### config.mk
export PLATFORM = sky130hd
export DESIGN_NAME = swd_host
export DESIGN_NICKNAME = d
export VERILOG_FILES = /design/src/rtl/swd_host.sv
export SDC_FILE = /design/constraint.sdc
export NUM_CORES = 1
export LEC_CHECK = 0
export CORE_MARGIN = 2
export CORE_UTILIZATION = 30
export DETAILED_ROUTE_END_ITERATION = 6
export PLACE_DENSITY = 0.5
export SYNTH_ARGS = -nofsm -noshare
export SYNTH_HDL_FRONTEND = slang
export SYNTH_SLANG_ARGS = --single-unit
### constraint.sdc
create_clock -name CLK -period 5 [get_ports CLK]
set_clock_uncertainty 0.2 [all_clocks]
set_input_delay 1 -clock CLK [delete_from_list [all_inputs] [get_ports CLK]]
set_output_delay 1 -clock CLK [all_outputs]
set_load 0.02 [all_outputs]
### src/rtl/swd_host.sv
// swd_host -- SWD initiator bit engine (debug-probe side).
//
// Takes one DP/AP register access per command, shifts out the 8-bit request,
// turns the line around, samples the 3-bit ACK and then runs the read or write
// data phase (32 bits LSB first plus parity). A driven-low idle tail follows
// every transaction. Completion is a one-CLK RSP_VALID pulse carrying the ACK,
// the read word and a read-parity error flag.
//
// Parameters:
//   CLKDIV      CLK cycles per SWDCLK half-period (1..255)
//   TURN        turnaround length in bit periods (1..4)
//   IDLE_CYCLES driven-low idle bit periods after each transaction (0..255)
//
// Ports:
//   CLK, PORESETn            system clock, async active-low reset
//   CMD_VALID/CMD_READY      command handshake
//   CMD_APnDP, CMD_RnW,
//   CMD_ADDR, CMD_WDATA      access descriptor, registered on acceptance
//   RSP_VALID                one-CLK completion pulse
//   RSP_ACK/RDATA/PERR       completion status, held until the next pulse
//   SWDCLK                   SWD clock, idles low
//   SWDOUT/SWDOUTEN/SWDIN    SWDIO output, output enable, input
//
// Optional feature (macro SWD_LINE_RESET_EN): adds input CMD_LRST; a command
// accepted with CMD_LRST=1 drives 56 bit periods of SWDIO high (line reset)
// followed by the idle tail, completing with all-zero response fields.

module swd_host #(
  parameter int unsigned CLKDIV      = 4,
  parameter int unsigned TURN        = 1,
  parameter int unsigned IDLE_CYCLES = 2
) (
  input  logic        CLK,
  input  logic        PORESETn,
  input  logic        CMD_VALID,
  output logic        CMD_READY,
  input  logic        CMD_APnDP,
  input  logic        CMD_RnW,
  input  logic [1:0]  CMD_ADDR,
  input  logic [31:0] CMD_WDATA,
`ifdef SWD_LINE_RESET_EN
  input  logic        CMD_LRST,
`endif
  output logic        RSP_VALID,
  output logic [2:0]  RSP_ACK,
  output logic [31:0] RSP_RDATA,
  output logic        RSP_PERR,
  output logic        SWDCLK,
  output logic        SWDOUT,
  output logic        SWDOUTEN,
  input  logic        SWDIN
);

  typedef enum logic [3:0] {
    S_IDLE,
    S_REQ,
    S_TRN1,
    S_ACK,
    S_RDATA,
    S_TRN2,
    S_WDATA,
    S_TAIL
`ifdef SWD_LINE_RESET_EN
    , S_LRST
`endif
  } state_t;

  state_t      state;
  logic [7:0]  div_cnt;
  logic [7:0]  bit_cnt;
  logic [7:0]  bit_len;
  logic [7:0]  req_sh;
  logic [2:0]  ack_r;
  logic [31:0] data_sh;
  logic [31:0] wdata_r;
  logic        rnw_r;
  logic        par_in;

  logic        half_done;
  logic        bit_end;
  logic        last_bit;
  logic        ack_ok;
  logic        wr_ok;
  logic        rd_ok;
  logic        to_tail;
  logic        finish;
  logic        req_par;

  assign req_par = CMD_APnDP ^ CMD_RnW ^ CMD_ADDR[0] ^ CMD_ADDR[1];

  always_comb begin
    bit_len = 8'd1;
    case (state)
      S_REQ:           bit_len = 8'd8;
      S_TRN1, S_TRN2:  bit_len = 8'(TURN);
      S_ACK:           bit_len = 8'd3;
      S_RDATA,
      S_WDATA:         bit_len = 8'd33;
      S_TAIL:          bit_len = 8'(IDLE_CYCLES);
`ifdef SWD_LINE_RESET_EN
      S_LRST:          bit_len = 8'd56;
`endif
      default:         bit_len = 8'd1;
    endcase
  end

  assign half_done = (div_cnt == 8'(CLKDIV - 1));
  assign bit_end   = (state != S_IDLE) && half_done && SWDCLK;
  assign last_bit  = (bit_cnt == bit_len - 8'd1);
  assign ack_ok    = (ack_r == 3'b001);
  assign wr_ok     = ack_ok && !rnw_r;
  assign rd_ok     = ack_ok && rnw_r;

  // States whose last bit hands over to the idle tail.
  always_comb begin
    to_tail = ((state == S_TRN2) && !wr_ok) || (state == S_WDATA);
`ifdef SWD_LINE_RESET_EN
    to_tail = to_tail || (state == S_LRST);
`endif
  end

  // Tail end, or a tail hand-over when the tail has zero length, completes
  // the command; this overrides the per-state update below.
  assign finish = bit_end && last_bit &&
                  ((state == S_TAIL) || (to_tail && (IDLE_CYCLES == 0)));

  always_ff @(posedge CLK or negedge PORESETn) begin
    if (!PORESETn) begin
      state     <= S_IDLE;
      div_cnt   <= '0;
      bit_cnt   <= '0;
      req_sh    <= '0;
      ack_r     <= '0;
      data_sh   <= '0;
      wdata_r   <= '0;
      rnw_r     <= 1'b0;
      par_in    <= 1'b0;
      CMD_READY <= 1'b1;
      RSP_VALID <= 1'b0;
      RSP_ACK   <= '0;
      RSP_RDATA <= '0;
      RSP_PERR  <= 1'b0;
      SWDCLK    <= 1'b0;
      SWDOUT    <= 1'b0;
      SWDOUTEN  <= 1'b1;
    end else begin
      RSP_VALID <= 1'b0;
      if (RSP_VALID) CMD_READY <= 1'b1;

      if (state == S_IDLE) begin
        if (CMD_VALID && CMD_READY) begin
          CMD_READY <= 1'b0;
          div_cnt   <= '0;
          bit_cnt   <= '0;
          ack_r     <= '0;
          rnw_r     <= CMD_RnW;
          wdata_r   <= CMD_WDATA;
          // Wire order LSB first: 1, APnDP, RnW, A2, A3, P, 0, 1.
          req_sh    <= {1'b1, 1'b0, req_par, CMD_ADDR[1], CMD_ADDR[0],
                        CMD_RnW, CMD_APnDP, 1'b1};
          SWDOUT    <= 1'b1;
          SWDOUTEN  <= 1'b1;
          state     <= S_REQ;
`ifdef SWD_LINE_RESET_EN
          if (CMD_LRST) state <= S_LRST;
`endif
        end
      end else if (!half_done) begin
        div_cnt <= div_cnt + 8'd1;
      end else begin
        div_cnt <= '0;
        if (!SWDCLK) begin
          // Rising SWDCLK: sample the target.
          SWDCLK <= 1'b1;
          if (state == S_ACK) ack_r <= {SWDIN, ack_r[2:1]};
          if (state == S_RDATA) begin
            if (bit_cnt == 8'd32) par_in  <= SWDIN;
            else                  data_sh <= {SWDIN, data_sh[31:1]};
          end
        end else begin
          // Falling SWDCLK: end of bit, drive the next one.
          SWDCLK  <= 1'b0;
          bit_cnt <= last_bit ? 8'd0 : bit_cnt + 8'd1;
          case (state)
            S_REQ: begin
              if (last_bit) begin
                state    <= S_TRN1;
                SWDOUT   <= 1'b0;
                SWDOUTEN <= 1'b0;
              end else begin
                SWDOUT <= req_sh[1];
                req_sh <= req_sh >> 1;
              end
            end
            S_TRN1: if (last_bit) state <= S_ACK;
            S_ACK: if (last_bit) state <= rd_ok ? S_RDATA : S_TRN2;
            S_RDATA: if (last_bit) state <= S_TRN2;
            S_TRN2: begin
              if (last_bit) begin
                if (wr_ok) begin
                  state    <= S_WDATA;
                  SWDOUTEN <= 1'b1;
                  SWDOUT   <= wdata_r[0];
                  data_sh  <= wdata_r;
                end else begin
                  state    <= S_TAIL;
                  SWDOUT   <= 1'b0;
                  SWDOUTEN <= 1'b1;
                end
              end
            end
            S_WDATA: begin
              if (last_bit) begin
                state    <= S_TAIL;
                SWDOUT   <= 1'b0;
                SWDOUTEN <= 1'b1;
              end else if (bit_cnt == 8'd31) begin
                SWDOUT <= ^wdata_r;
              end else begin
                SWDOUT  <= data_sh[1];
                data_sh <= data_sh >> 1;
              end
            end
`ifdef SWD_LINE_RESET_EN
            S_LRST: begin
              if (last_bit) begin
                state    <= S_TAIL;
                SWDOUT   <= 1'b0;
                SWDOUTEN <= 1'b1;
              end
            end
`endif
            default: ;
          endcase

          if (finish) begin
            state     <= S_IDLE;
            bit_cnt   <= '0;
            SWDOUT    <= 1'b0;
            SWDOUTEN  <= 1'b1;
            RSP_VALID <= 1'b1;
            RSP_ACK   <= ack_r;
            RSP_RDATA <= rd_ok ? data_sh : '0;
            RSP_PERR  <= rd_ok && (par_in != ^data_sh);
          end
        end
      end
    end
  end

endmodule

# --- After elaboration in Yosys (flattened, before gate mapping) ---
# Index checks and enable logic that the tools add are counted.
totals:
  ff_bits: 138
  in_bits: 40
  output_inout_bits: 41
  wordCells: 157
classes:
  add_sub_neg: 3
  n_eq_ne: 29
  n_mux: 69
  n_bitwise: 5
  reduce_logical: 34
ops:
  columns: ["op", "count"]
  rows:
  - ["two-way mux 32 bit", 8]
  - ["two-way mux 8 bit", 14]
  - ["one-hot mux 32 bit (2 select lines)", 1]
  - ["XOR reduction 32 bit", 2]
  - ["two-way mux 4 bit", 11]
  - ["two-way mux 1 bit", 26]
  - ["one-hot mux 4 bit (6 select lines)", 1]
  - ["one-hot mux 6 bit (4 select lines)", 1]
  - ["adder 8 x 1 -> 8 bit (second input constant)", 2]
  - ["equality test 4 x 3 -> 1 bit (second input constant)", 4]
  - ["!= test 4 bit (second input constant)", 4]
  - ["two-way mux 3 bit", 5]
  - ["AND reduction 5 bit", 3]
  - ["!= test 3 bit (second input constant)", 4]
  - ["AND reduction 10 bit", 1]
  - ["nonzero test 2 bit", 5]
  - ["AND reduction 9 bit", 1]
  - ["equality test 4 x 2 -> 1 bit (second input constant)", 2]
  - ["equality test 8 x 2 -> 1 bit (second input constant)", 1]
  - ["equality test 8 x 5 -> 1 bit (second input constant)", 1]
  - ["equality test 8 x 6 -> 1 bit (second input constant)", 1]
  - ["equality test 8 bit", 1]
  - ["logical AND 1 bit", 8]
  - ["!= test 4 x 3 -> 1 bit (second input constant)", 2]
  - ["other kinds (22)", 31]

# --- Depth between registers and ports, before layout ---
# Gate-level depths: netlist (run 1).
logic_depth:
  depth_word: 11
  mapped_depth: 9
  mapped_depth_nobuf: 8

# --- Worst setup path after synthesis (run 1) ---
# No wires, ideal clock.
synth_timing:
  path_type: "input to register"
  startpoint: "in CMD_VALID"
  endpoint: "reg SWDOUT"
  setup_time_ns: 0.126
  arrival_time_ns: 2.102
  required_ns: 4.674
  path_slack_ns: 2.572
  stages: 7
  n_path_buf: 1
  cell_sequence: "and3_1 buf_2 o21a_1 nand2_1 a21oi_1 nor2b_1 a311o_1"
synth_between:
  elab_chain_cells: 3
synth_lines:
  columns: ["item", "line_no", "rtl"]
  rows:
  - ["start, declared", "35", "input logic CMD_VALID,"]
  - ["logical AND 1 bit", "151", "if (CMD_VALID && CMD_READY) begin"]
  - ["!= test 2 x 1 -> 1 bit (no source line)", null, null]
  - ["AND reduction 5 bit (no source line)", null, null]
  - ["end signal, assigned", "191", "SWDOUT <= req_sh[1];"]
  - ["end signal, assigned", "203", "SWDOUT <= wdata_r[0];"]
  - ["end signal, assigned", "218", "SWDOUT <= ^wdata_r;"]
  - ["end, declared", "49", "output logic SWDOUT,"]
# No other way between the ends.
# A chain may end at the register's enable or synchronous reset.

# --- Worst setup path in the final report (run 1) ---
layout_timing:
  startpoint: "reg state[2]"
  endpoint: "reg req_sh[1]"
layout_between:
  elab_chain_cells: 7
  word_cells_on_any_way: 17
  classes_between: "1 x add/sub; 8 x eq/ne; 2 x mux; 6 x reduce/logical"
layout_lines:
  columns: ["item", "line_no", "rtl"]
  rows:
  - ["start, declared", "68", "state_t state;"]
  - ["start signal, assigned", "196", "S_ACK: if (last_bit) state <= rd_ok ? S_RDATA : S_TRN2;"]
  - ["equality test 4 x 3 -> 1 bit", "93", "case (state)"]
  - ["OR reduction 2 bit", "93", null]
  - ["one-hot mux 6 bit (4 select lines)", "93", null]
  - ["subtractor 8 x 1 -> 8 bit", "109", "assign last_bit = (bit_cnt == bit_len - 8'd1);"]
  - ["equality test 8 bit", "109", null]
  - ["!= test 2 x 1 -> 1 bit (no source line)", null, null]
  - ["AND reduction 5 bit (no source line)", null, null]
  - ["end signal, assigned", "159", "req_sh <= {1'b1, 1'b0, req_par, CMD_ADDR[1], CMD_ADDR[0],"]
  - ["end signal, assigned", "192", "req_sh <= req_sh >> 1;"]
  - ["end, declared", "72", "logic [7:0] req_sh;"]
# Several ways; a longest one is shown, not always the timed one.

==> results.cfg, run 1 <==
[logic_synthesis]
synth_top_family_by_area = compound AO/OA/AOI/OAI gates
syn_area_mm2 = 0.00660
synth_top_cell_by_area = dfrtp_1
yosys.area_share.adder_pct = 0.568
yosysTopAreaCellShare_pct = 50.8
synthCells = 586
ys_types = 55
synth_area_leaders = dfrtp_1, xnor2_1, mux2_2, mux2i_1, a22o_1
synth-compound-area-share_pct = 14.0
synth_mux_area_share_pct = 11.8
async_flop_share_pct = 100
ys.flop_type = dfrtp_1
syn-num-nets = 629
yosys_warnings = 0
synth-simple-area-share_pct = 9.76
synth-seq-cells = 136
yosysSeqAreaShare_pct = 51.6
postSynthAreaPerCell_um2 = 11.3
synth-edff-count = 0
synthXorXnorAreaFrac_pct = 9.42

[floorplanning]
dieWidth_um = 152
io_pins = 81
core_area_mm2 = 0.0217
std_cell_rows = 54
die_h_um = 152
initial_core_util_pct = 30.4
dieArea_mm2 = 0.0232

[clock_tree]
hold_buffers = 0
htree_num_levels = 4
cts_buffers = 17
cts_tree = built
cts_buffer_depth = 2
worst_skew_pair.late_latency_ns = 0.42
cts-root-buf = clkbuf_16
clock-sinks = 136
ctsResizeCount = 0
clk_pin_slew_ns = 0.06
post_cts_buffers = 0

[drt]
vias_per_cell = 4.91
routedWlPerCell_um = 17.2
drt_iter0_drc = 285
routed_wl_mm = 16.3
dr.pass1.iters = 5
vias = 4660
antenna_left = 0
drc = 0

[global_routing]
grt_pass1_vias = 4879
grt_util_met3_pct = 3.64
antenna_found_initial = 0
grt_first_pass_wirelength_mm = 26.9
grt.total_usage_pct = 14.6
grt_max_degree = 102
grt-ovfl-total = 0
grt_use_met1_pct = 19.3
grt.met2_usage_pct = 23.7
grt-busiest-layer = met2

[timing]
finalWorstSetupSlack_ns = 1.67
worst_pin_slew_ns = 1.04
final-hold-violation-count = 0
hold_slack_ns = 0.279
setup_viol = 0
final.setup.tns_ns = 0
maxSlewViolCount = 0
rsz0062_at_grt = false
layout_min_cycle_time_ns = 3.33
fmax_mhz = 301
period_share_pct = 66.5
max-slew-margin-rel_pct = 30.1

[status]
status = complete, no violations

[setup_path]
path_max_fanout = 36
path_class = flop to flop
arrival_ns = 3.41
startpoint_type = flop
endpoint_kind = flop
crit_required_ns = 5.08
worstReg2RegStart = state[2]
reg2reg_to = req_sh[1]
ff2ff_setup_slack_ns = 1.67
r2r_cells = 8

[cells_and_area]
syn2layout_area_growth_pct = 24.9
nets = 702
layout-drive-gt1-share_pct = 12.7
fin_area_mm2 = 0.00825
final_util_pct = 38.0
antenna-diode-count = 0
nFillCells = 2113
layout.cells.non_filler = 950

[min_path]
holdPathEnd = req_sh[6]
worstHoldStart = req_sh[6]
hold_class = flop to flop
min_path_cells = 2

[placed_design]
postPlaceCellArea_mm2 = 0.00763
post-place-ws_ns = 1.39
routabilityCongestion = 0.816
dp_hpwl_mm = 11.0
dp_cells = 920
io_buffer_count = 80

[power_and_ir_drop]
comb_power_share_pct = 44.7
p_leak_nw = 3.51
p_per_area_mw_per_mm2 = 721
power.share.switching_pct = 37.6
p_seq_share_pct = 32.9
intPower_mw = 3.71
fin_total_pwr_mw = 5.94
ir_worst_vdd_mv = 0.437
power_frac_clock_pct = 22.4
p_sw_mw = 2.24

[run]
maxCapViolCount = 0
-- synthesized netlist by cell type (2+ instances only) --
cell	instances
a21oi_1	40
a22o_1	39
a31oi_1	7
and2b_1	2
and3_1	9
buf_2	19
buf_4	2
buf_6	3
clkbuf_1	6
dfrtp_1	134
dfstp_2	2
ha_1	3
inv_1	5
mux2_2	38
mux2i_1	35
nand2_1	26
nand2b_1	6
nand3_1	8
nand4_1	4
nor2_1	48
nor2b_1	11
nor3_1	4
nor4_1	2
o21a_1	2
o21ai_0	23
o21ai_1	5
o31ai_1	4
o41ai_1	2
or3_1	2
xnor2_1	60
xor2_1	11
-- worst max-delay path by stage --
| stage | endpoint | slack, ns | depth (start not counted) | start |
|---|---|---|---|---|
| final | req_sh[1] | 1.67 | 8 | state[2] |
| after global routing | req_sh[1] | 1.42 | 8 | state[2] |
| after CTS | req_sh[1] | 1.68 | 8 | state[2] |
| after detailed placement | req_sh[4] | 1.39 | 8 | CMD_VALID |
| after global placement | req_sh[7] | 1.42 | 7 | CMD_VALID |
| after floorplan | SWDOUT | 2.57 | 7 | CMD_VALID |
-- layout by cell type (no fill, tap or decap), drive strengths merged, types with 11 or more instances in the layout --
master,count
dfrtp,134
clkdlybuf4s50,79
xnor2,60
nor2,50
a21oi,40
a22o,39
mux2,38
mux2i,35
o21ai,29
nand2,26
clkbuf,22
xor2,11
nor2b,11
-- layer usage --
metal	part of all wire [%]	vias to the layer above	wire [µm]
li1	-	2238	-
met1	47	2321	7630
met2	48	91	7880
met3	3.9	10	630
met4	1.2	0	190
met5	0	-	0
-- sequential cells by signal, indices dropped and copies added (netlist names), 3 cells and up --
| register | count |
|---|---|
| div_cnt | 8 |
| RSP_RDATA | 32 |
| data_sh | 32 |
| bit_cnt | 8 |
| req_sh | 7 |
| wdata_r | 32 |
| RSP_ACK | 3 |
| state | 3 |
| ack_r | 3 |
-- logic make-up after synthesis --
| group | count (synthesis) |
|---|---|
| AOI/OAI and AO/OA | 136 |
| xor gates and xnor gates | 71 |
| adders and majority gates | 3 |
| buffers and inverters | 36 |
| DFF | 136 |
| muxes | 73 |
| and+or+nand+nor | 131 |
-- cell type report --
cell class	instances	area, µm²	share of cell area [%]
sequential	136	3410	41.3
multi-input combinational	414	3010	36.5
tap	280	350	4.25
clock inverter	8	145	1.76
inverter	5	18.8	0.228
timing repair buffer	85	840	10.2
clock buffer	22	474	5.75
-- power groups by stage --
| stage | sequential, mW | combinational (mW) | clock [mW] |
|---|---|---|---|
| finish | 1.95 | 2.66 | 1.33 |
| global route | 2.02 | 2.95 | 1.42 |
| CTS | 1.96 | 2.70 | 1.36 |
| detailed placement | 1.98 | 2.68 | 0 |
| global placement | 1.97 | 2.67 | 0 |
| floorplan | 1.79 | 2.26 | 0 |
-- worst max-delay path, cell delays in order, from the launching register on --
cell and delay [ns]:
dfrtp_1 0.61, nor3_2 0.52, and3_2 0.28, buf_4 0.48
o21ai_2 0.17, or3_1 0.36, nand2b_1 0.33, nand2_1 0.13
o21ai_0 0.09
No activity file was read; power rests on OpenSTA's default activity.
==> run 2, diff against run 1 <==
==> constraint.sdc (replaced) <==
create_clock -name CLK -period 3.3 [get_ports CLK]
set_clock_uncertainty 0.2 [all_clocks]
set_input_delay 0.66 -clock CLK [delete_from_list [all_inputs] [get_ports CLK]]
set_output_delay 0.66 -clock CLK [all_outputs]
set_load 0.02 [all_outputs]
==> results.cfg, run 2 (synthesis results as in run 1) <==
[clock_tree]
htree_num_levels = 4
cts_buffer_depth = 2
clock-sinks = 136
hold_buffers = 0
cts_tree = built
ctsResizeCount = 0
cts-root-buf = clkbuf_16
clk_pin_slew_ns = 0.06
post_cts_buffers = 0
cts_buffers = 17
worst_skew_pair.late_latency_ns = 0.42

[global_routing]
grt_first_pass_wirelength_mm = 26.7
grt-ovfl-total = 0
antenna_found_initial = 0
grt_pass1_vias = 4871
grt.total_usage_pct = 14.4
grt_max_degree = 67

[setup_path]
crit_required_ns = 3.37
worstReg2RegStart = state[2]
endpoint_kind = flop
arrival_ns = 2.96
path_max_fanout = 21
startpoint = state[2]
path_class = flop to flop
startpoint_type = flop

[timing]
rsz0062_at_grt = false
period_share_pct = 87.6
max-slew-margin-rel_pct = 52.3
fmax_mhz = 346
final.setup.tns_ns = 0
setup_viol = 0
worst_pin_slew_ns = 0.716
final-hold-violation-count = 0
maxSlewViolCount = 0
layout_min_cycle_time_ns = 2.89

[cells_and_area]
layout-drive-gt1-share_pct = 14.1
nets = 711
final_common_cell = dfrtp_1
syn2layout_area_growth_pct = 26.0
final_cell_mix = dfrtp_1, clkdlybuf4s50_1, xnor2_1
fin_area_mm2 = 0.00832
nFillCells = 2090
top_regs = RSP_RDATA (32), data_sh (32), wdata_r (32)
antenna-diode-count = 0

[drt]
vias_per_cell = 4.99
antenna_left = 0
drt_iter0_drc = 353
drc = 0
vias = 4792
routedWlPerCell_um = 17.0
dr.pass1.iters = 5
routed_wl_mm = 16.3

[run]
maxCapViolCount = 0

[placed_design]
io_buffer_count = 80
routabilityCongestion = 0.831
dp_hpwl_mm = 11.3
postPlaceCellArea_mm2 = 0.00772

[floorplanning]
core_area_mm2 = 0.0217
die_h_um = 152
io_pins = 81
std_cell_rows = 54
dieWidth_um = 152
initial_core_util_pct = 30.4
dieArea_mm2 = 0.0232

[status]
status = complete, no violations

[power_and_ir_drop]
p_leak_nw = 3.56
ir_worst_vdd_mv = 0.703
fin_total_pwr_mw = 9.01
p_per_area_mw_per_mm2 = 1080

[min_path]
hold_class = input pin to async pin
run 2: cell types whose count changed in the layout (fill, tap and decap cells not counted), sizes merged:
cell,delta
bufinv,-2
clkinv,+2
clkbuf,+1
inv,+1
buf,+9
run 2: power by group:
part | switching, mW | internal, mW | leakage, nW
Sequential | 0.731 | 2.22 | 1.72
Combinational | 2.01 | 2.11 | 1.54
Clock | 0.737 | 1.20 | 0.290
Total | 3.48 | 5.53 | 3.56
run 2: path summary, 6_finish.rpt:
check,end,slack [ns],cells after the start
min in group CLK,req_sh[2],0.29,2
max in group asynchronous,SWDOUTEN,2.06,2
min,div_cnt[0],0.02,1
min reg2reg,req_sh[2],0.29,2
max reg2reg,req_sh[4],0.41,7
max,req_sh[4],0.41,7
run 2: layout make-up:
class                      count  area [µm²]  share of cell area [%]
clock buffer                  23         488                    5.86
sequential                   136        3410                    40.9
tap                          280         350                    4.21
timing repair buffer          94         932                    11.2
inverter                       5        18.8                   0.225
multi-input combinational    414        3010                    36.2
clock inverter                 9         115                    1.38
run 2: stage by stage:
step / worst slack [ns] / utilization, % / std cells / hold WS, ns
CTS: 0.417 / 38.4 / 961 / 0.0652
finish: 0.408 / 38.4 / 961 / 0.0237
global placement: 0.478 / 35.6 / 929 / 0.264
floorplan: 1.09 / - / 586 / 0.164
detailed placement: 0.416 / 35.6 / 929 / 0.282
global route: 0.167 / 38.4 / 961 / 0.0791
run 2: metal layers:
metal / vias to the layer above / track usage [%] / share of wire, %
li1: 2261 / - / -
met1: 2396 / 19.7 / 47
met2: 122 / 23.0 / 48
met3: 13 / 3.64 / 4.3
met4: 0 / 3.87 / 0.80
met5: - / 0 / 0
run 2: critical path, stage by stage (launching register included):
cell and delay, ns:
dfrtp_1 0.59, nor3_2 0.51, a31o_2 0.34, o21ai_2 0.17, or3_1 0.36, nand2b_1 0.33
nand2_1 0.13, o21ai_0 0.10
